<file path="src/rtl/glitch_free_clk_div.sv">
// ============================================================================
// Module      : glitch_free_clk_div
// Description : Flop-driven divided clock with period-aligned ratio updates
//               and stop/park-low control.
// Revision    : 1.0
// ============================================================================
`default_nettype none

module glitch_free_clk_div #(
    parameter int DIV_W     = 8,
    parameter int DEF_RATIO = 4
) (
    input  logic             clk,
    input  logic             rstn,
    input  logic             div_req_valid,
    input  logic [DIV_W-1:0] div_req_ratio,
    output logic             div_req_ready,
    output logic             div_ack,
    input  logic             stop,
    output logic             clk_out,
    output logic             clk_en,
    output logic [DIV_W-1:0] cur_ratio,
    output logic             stopped
);

    typedef enum logic [0:0] {
        ST_STOPPED = 1'b0,
        ST_RUN     = 1'b1
    } state_t;

    localparam logic [DIV_W-1:0] C_DEF_RATIO = DIV_W'(DEF_RATIO);
    localparam logic [DIV_W-1:0] C_ONE       = DIV_W'(1);
    localparam logic [DIV_W-1:0] C_TWO       = DIV_W'(2);

    state_t           state_q, state_d;
    logic [DIV_W-1:0] cnt_q, cnt_d;
    logic             clk_out_q, clk_out_d;
    logic             clk_en_q, clk_en_d;
    logic [DIV_W-1:0] cur_ratio_q, cur_ratio_d;
    logic             pend_vld_q, pend_vld_d;
    logic [DIV_W-1:0] pend_ratio_q, pend_ratio_d;
    logic             div_ack_q, div_ack_d;
    logic             ready_q, ready_d;
    logic             stopped_q, stopped_d;

    logic [DIV_W-1:0] w_clamped;
    logic [DIV_W-1:0] w_hi;
    logic [DIV_W-1:0] w_last;
    logic [DIV_W-1:0] w_cnt_inc;
    logic             w_period_end;
    logic             w_boundary;
    logic             w_accept;

    assign w_clamped    = (div_req_ratio < C_TWO) ? C_TWO : div_req_ratio;
    assign w_hi         = cur_ratio_q >> 1;
    assign w_last       = cur_ratio_q - C_ONE;
    assign w_cnt_inc    = cnt_q + C_ONE;
    assign w_period_end = (cnt_q == w_last);
    assign w_boundary   = (state_q == ST_STOPPED) || w_period_end;
    assign w_accept     = div_req_valid && !pend_vld_q;

    always_comb begin
        state_d      = state_q;
        cnt_d        = cnt_q;
        clk_out_d    = clk_out_q;
        clk_en_d     = 1'b0;
        cur_ratio_d  = cur_ratio_q;
        pend_vld_d   = pend_vld_q;
        pend_ratio_d = pend_ratio_q;
        div_ack_d    = 1'b0;

        // Uses the pre-edge pending bit, so a request landing on this same
        // edge is held for the following boundary.
        if (w_boundary && pend_vld_q) begin
            cur_ratio_d = pend_ratio_q;
            pend_vld_d  = 1'b0;
            div_ack_d   = 1'b1;
        end

        if (w_accept) begin
            pend_vld_d   = 1'b1;
            pend_ratio_d = w_clamped;
        end

        case (state_q)
            ST_STOPPED: begin
                cnt_d     = '0;
                clk_out_d = 1'b0;
                if (!stop) begin
                    state_d   = ST_RUN;
                    clk_out_d = 1'b1;
                    clk_en_d  = 1'b1;
                end
            end
            ST_RUN: begin
                if (w_period_end) begin
                    cnt_d = '0;
                    if (stop) begin
                        state_d   = ST_STOPPED;
                        clk_out_d = 1'b0;
                    end else begin
                        clk_out_d = 1'b1;
                        clk_en_d  = 1'b1;
                    end
                end else begin
                    cnt_d     = w_cnt_inc;
                    clk_out_d = (w_cnt_inc < w_hi);
                end
            end
            default: begin
                state_d   = ST_STOPPED;
                cnt_d     = '0;
                clk_out_d = 1'b0;
            end
        endcase

        stopped_d = (state_d == ST_STOPPED);
        ready_d   = !pend_vld_d;
    end

    always_ff @(posedge clk) begin
        if (!rstn) begin
            state_q      <= ST_STOPPED;
            cnt_q        <= '0;
            clk_out_q    <= 1'b0;
            clk_en_q     <= 1'b0;
            cur_ratio_q  <= C_DEF_RATIO;
            pend_vld_q   <= 1'b0;
            pend_ratio_q <= C_DEF_RATIO;
            div_ack_q    <= 1'b0;
            ready_q      <= 1'b1;
            stopped_q    <= 1'b1;
        end else begin
            state_q      <= state_d;
            cnt_q        <= cnt_d;
            clk_out_q    <= clk_out_d;
            clk_en_q     <= clk_en_d;
            cur_ratio_q  <= cur_ratio_d;
            pend_vld_q   <= pend_vld_d;
            pend_ratio_q <= pend_ratio_d;
            div_ack_q    <= div_ack_d;
            ready_q      <= ready_d;
            stopped_q    <= stopped_d;
        end
    end

    assign clk_out       = clk_out_q;
    assign clk_en        = clk_en_q;
    assign cur_ratio     = cur_ratio_q;
    assign div_ack       = div_ack_q;
    assign div_req_ready = ready_q;
    assign stopped       = stopped_q;

endmodule

`default_nettype wire

</file>
<file path="config.mk">
export PLATFORM = sky130hd
export DESIGN_NAME = glitch_free_clk_div
export DESIGN_NICKNAME = d
export VERILOG_FILES = /design/src/rtl/glitch_free_clk_div.sv
export SDC_FILE = /design/constraint.sdc
export NUM_CORES = 1
export LEC_CHECK = 0
export CORE_ASPECT_RATIO = 1.2
export CORE_MARGIN = 2
export CORE_UTILIZATION = 57
export DETAILED_ROUTE_END_ITERATION = 8
export PLACE_DENSITY = 0.89
export REMOVE_ABC_BUFFERS = 1
export SETUP_SLACK_MARGIN = 0.15
export SYNTH_ARGS = -nofsm -noshare
export SYNTH_HDL_FRONTEND = slang
export SYNTH_SLANG_ARGS = --single-unit
</file>
<file path="constraint.sdc">
create_clock -name clk -period 7.4 [get_ports clk]
set_clock_uncertainty 0.2 [all_clocks]
set_input_delay 1.48 -clock clk [delete_from_list [all_inputs] [get_ports clk]]
set_output_delay 1.48 -clock clk [all_outputs]
set_load 0.05 [all_outputs]
</file>
Word-level counts from Yosys, hierarchy flattened:

Cells that the tools add are included.

* bits in registers: 31
* bits of input ports: 12
* output and inout bits: 13
* word-level logic and storage cells: 35

* add/sub/neg operators: 2
* $lt $le $gt $ge: 2
* equal/unequal tests: 1
* multiplexer cells: 13
* bitwise logic cells: 2
* reductions and logical operators: 5

Operator list (number)
* 2-to-1 mux 8 bit: 2
* one-hot mux 8 bit (2 select lines): 1
* adder 8 x 1 -> 8 bit, second input constant: 1
* == test 8 bit: 1
* less-than comparator 8 x 2 -> 1 bit, second input constant: 1
* less-than comparator 8 x 7 -> 1 bit: 1
* subtractor 8 x 1 -> 8 bit, second input constant: 1
* 2-to-1 mux 1 bit: 7
* one-hot mux 1 bit (2 select lines): 3
* logical AND 1 bit: 2
* zero test 1 bit: 2
* NOT 1 bit: 2
* logical OR 1 bit: 1

Depth between registers and ports, before layout:

* word-level depth: 7
* mapped depth: 9

Worst setup path after synthesis:

Ideal clock, no wire load.

* kind: input port to flip-flop
* start: in div_req_ratio[4]
* end: reg pend_ratio_q[0]
* setup time: 115 ps
* arrival time: 2516 ps
* data required time: 7085 ps
* path slack: 4569 ps
* stages: 4
* cells stage by stage: or4_1 -> o41ai_1 -> o21ai_0 -> and2_1

* cells in the longest elaborated chain, start to end: 2

RTL lines
* start, declared: RTL line 16 `input logic [DIV_W-1:0] div_req_ratio,`
* less-than comparator 8 x 2 -> 1 bit: RTL line 54 `assign w_clamped = (div_req_ratio < C_TWO) ? C_TWO : div_req_ratio;`
* 2-to-1 mux 8 bit: RTL line 54
* end signal, assigned: RTL line 140 `pend_ratio_q <= pend_ratio_d;`
* end, declared: RTL line 41 `logic [DIV_W-1:0] pend_ratio_q, pend_ratio_d;`

No other way between the ends.
A chain may end at the register's enable or synchronous reset.

Worst setup path in the final report:

* start: reg cur_ratio_q[2], in the netlist cur_ratio[2]
* end: out cur_ratio[2]

RTL lines
* start, declared: RTL line 39 `logic [DIV_W-1:0] cur_ratio_q, cur_ratio_d;`
* start signal, assigned: RTL line 138 `cur_ratio_q <= cur_ratio_d;`
* end, declared: RTL line 22 `output logic [DIV_W-1:0] cur_ratio,`

No word-level cell between the ends.

==> results.sh <==
export IMPL_core_um2=2760
export IMPL_mostFrequentLayoutCells="nand2_1, dfxtp_1, clkdlybuf4s50_1"
export IMPL_slew_headroom=0.365
export IMPL_synth_seq_cells=31
export IMPL_max_stage_delay_ns=0.87
export IMPL_critical_path_slowest_cell="clkdlybuf4s50_1"
export IMPL_initial_utilization=0.596
export IMPL_place_congestion=0.877
export IMPL_dp_slack_ns=4.00
export IMPL_p_leak_nw=0.759
export IMPL_cts_resized=0
export IMPL_arrival_ns=1.70
export IMPL_yosysTopAreaCellShare=0.377
export IMPL_dieHeight_um=62.9
export IMPL_area_growth_syn_to_layout_pct=19.3
export IMPL_status="completed"
export IMPL_route_detailed_drc=0
export IMPL_die_area_um2=3330
export IMPL_crit_buf_inv=1
export IMPL_critical_path_cell_chain="clkdlybuf4s50_1"
export IMPL_min_path_type="register to register"
export IMPL_antenna_found_initial=0
export IMPL_drv_cap=0
export IMPL_fin_area_um2=1960
export IMPL_grt_pass1_wl_um=5950
export IMPL_grt_pass1_vias=1378
export IMPL_r2r_start="cur_ratio[2]"
export IMPL_worst_path_max_fanout=8
export IMPL_setup_worst_path_end_class="output port"
export IMPL_rr_endpoint="cur_ratio[7]"
export IMPL_dp_cells=236
export IMPL_min_to="cur_ratio[4]"
export IMPL_ys_top_cells_by_area="dfxtp_1, nand2_1, xnor2_1"
export IMPL_critPathTopFamily="buffers and inverters"
export IMPL_viasPerCell=5.60
export IMPL_worst_slack_ns=4.02
export IMPL_reg2regPathDepth=6
export IMPL_synth_top_cell_by_area="dfxtp_1"
export IMPL_cts_setup_buffers=0
export IMPL_required_ns=5.72
export IMPL_power_density_nw_per_um2=178
export IMPL_setup_viol=0
export IMPL_ant_nets=0
export IMPL_holdCritStartpoint="pend_ratio_q[4]"
export IMPL_ios=25
export IMPL_wl_per_cell_um=14.1
export IMPL_whs_path_depth=2
export IMPL_grt_overflow=0
export IMPL_power_mw=0.350
export IMPL_yosysWarnings=0
export IMPL_reg2reg_slack_ns=4.80
export IMPL_io_buffers=24
export IMPL_min_period_over_period=0.457
export IMPL_dpl_instance_area_um2=1890
export IMPL_rows=21
export IMPL_worst_slew_pin_slew_ns=0.950
export IMPL_wirelength_um=3450
export IMPL_drive_gt1_frac=0.0810
export IMPL_grt_start_max_net_pins=33
export IMPL_rsz0062_at_grt="false"
export IMPL_cts_path_max_buffers=2
export IMPL_cts_hold_buffers=0
export IMPL_vias=1367
export IMPL_synthCells=185
export IMPL_grt_usage=0.242
export IMPL_critPathLaunchType="register"
export IMPL_firstDrtPassIters=4
export IMPL_cts_sinks=31
export IMPL_postSynthAreaPerCell_um2=8.89
export IMPL_syn_area_um2=1650
export IMPL_netlist_cell_type_count=42
export IMPL_ctsRootBufferMaster="clkbuf_4"
export IMPL_cts_max_level=2
export IMPL_nets=229
export IMPL_drt_iter0_markers=28
export IMPL_report_final_hold_viol_count=0
export IMPL_layout_cells_non_filler=244
export IMPL_cts_inserted_buffers=5
export IMPL_fmax_mhz=296
export IMPL_cts_tree="built"
export IMPL_dp_hpwl_um=2560
export IMPL_diodes=0
export IMPL_clk_latency_ns=0.33
export IMPL_path_clk_slew_ns=0.09
export IMPL_layout_min_cycle_time_ns=3.38
export IMPL_layout_commonest_cell="nand2_1"
export IMPL_crit_type="register to output port"
export IMPL_die_w_um=53.0
export IMPL_tns_ns=0
export IMPL_ys_seq_area_frac=0.377
export IMPL_irDropWorstVdd_uv=139
export IMPL_slew_violations=0
[cells in the mapped netlist (all sizes together)]
cell / n
ha: 8
o311ai: 1
nor2: 7
clkbuf: 6
or4: 1
nor3b: 1
mux2i: 8
xor2: 3
buf: 1
o21a: 2
o22ai: 1
o221ai: 1
a211oi: 1
and3: 2
nor4: 1
o21ai: 5
nand3: 5
o2111ai: 2
or3: 2
a21oi: 3
nand2: 37
o21bai: 1
nand4: 1
and2: 2
or2: 1
o31ai: 1
a21boi: 6
o221a: 1
o211ai: 1
nor3: 2
nor2b: 8
dfxtp: 31
xnor2: 14
inv: 12
o41ai: 1
a21o: 3
a211o: 1
a2111oi: 1
[metal layers]
| layer | GRT usage | routed length (um) | vias up |
|---|---|---|---|
| li1 | - | - | 678 |
| met1 | 0.261 | 1500 | 629 |
| met2 | 0.397 | 1640 | 44 |
| met3 | 0.0670 | 158 | 16 |
| met4 | 0.160 | 144 | 0 |
| met5 | 0 | 0 | - |
[state kept, by name (all words and copies together), names as in the netlist]
register	count
state_q	1
clk_en	1
cnt_q	8
pend_ratio_q	8
cur_ratio	8
clk_out	1
stopped	1
pend_vld_q	1
div_ack	1
div_req_ready	1
[worst max path at each step]
stage	from	endpoint	cells past startpoint
5_1_grt	cur_ratio[2]	cur_ratio[2]	1
3_3_place_gp	rstn	cnt_q[3]	3
4_1_cts	cur_ratio[2]	cur_ratio[2]	1
3_5_place_dp	rstn	cnt_q[7]	3
6_report	cur_ratio[2]	cur_ratio[2]	1
2_1_floorplan	div_req_ratio[4]	pend_ratio_q[0]	4
[where the power goes]
| part | switching, mW | internal, mW |
|---|---|---|
| Combinational | 0.0344 | 0.0257 |
| Sequential | 0.00678 | 0.174 |
| Clock | 0.0532 | 0.0558 |
[area by class of cell]
class	instances	area (um2)
Tap cell	34	42.5
Timing Repair Buffer	24	240
Inverter	12	45.0
Sequential cell	31	621
Multi-Input combinational cell	135	946
Clock buffer	8	68.8
Fill cell	210	796
[per-stage QoR]
step                hold slack, ns  utilization
floorplan                    0.238            -
finish                       0.274        0.712
global route                 0.299        0.712
global placement             0.252        0.687
CTS                          0.274        0.712
detailed placement           0.260        0.687
[kinds of logic (layout without fill, tap and decap cells)]
| logic type | Yosys count | in the layout | synth area share |
|---|---|---|---|
| and+or+nand+nor | 70 | 70 | 0.205 |
| muxes | 8 | 8 | 0.0487 |
| xor gates and xnor gates | 17 | 17 | 0.0905 |
| DFF | 31 | 31 | 0.377 |
| adders and majority gates | 8 | 8 | 0.0608 |
| AOI/OAI and AO/OA | 32 | 32 | 0.170 |
| buffers and inverters | 19 | 44 | 0.0479 |
[worst min-delay path: stages (launching register included)]
cell	delay [ns]
dfxtp_1	0.32
nand2_1	0.05
mux2i_1	0.06
No activity file was read; power rests on OpenSTA's default activity.
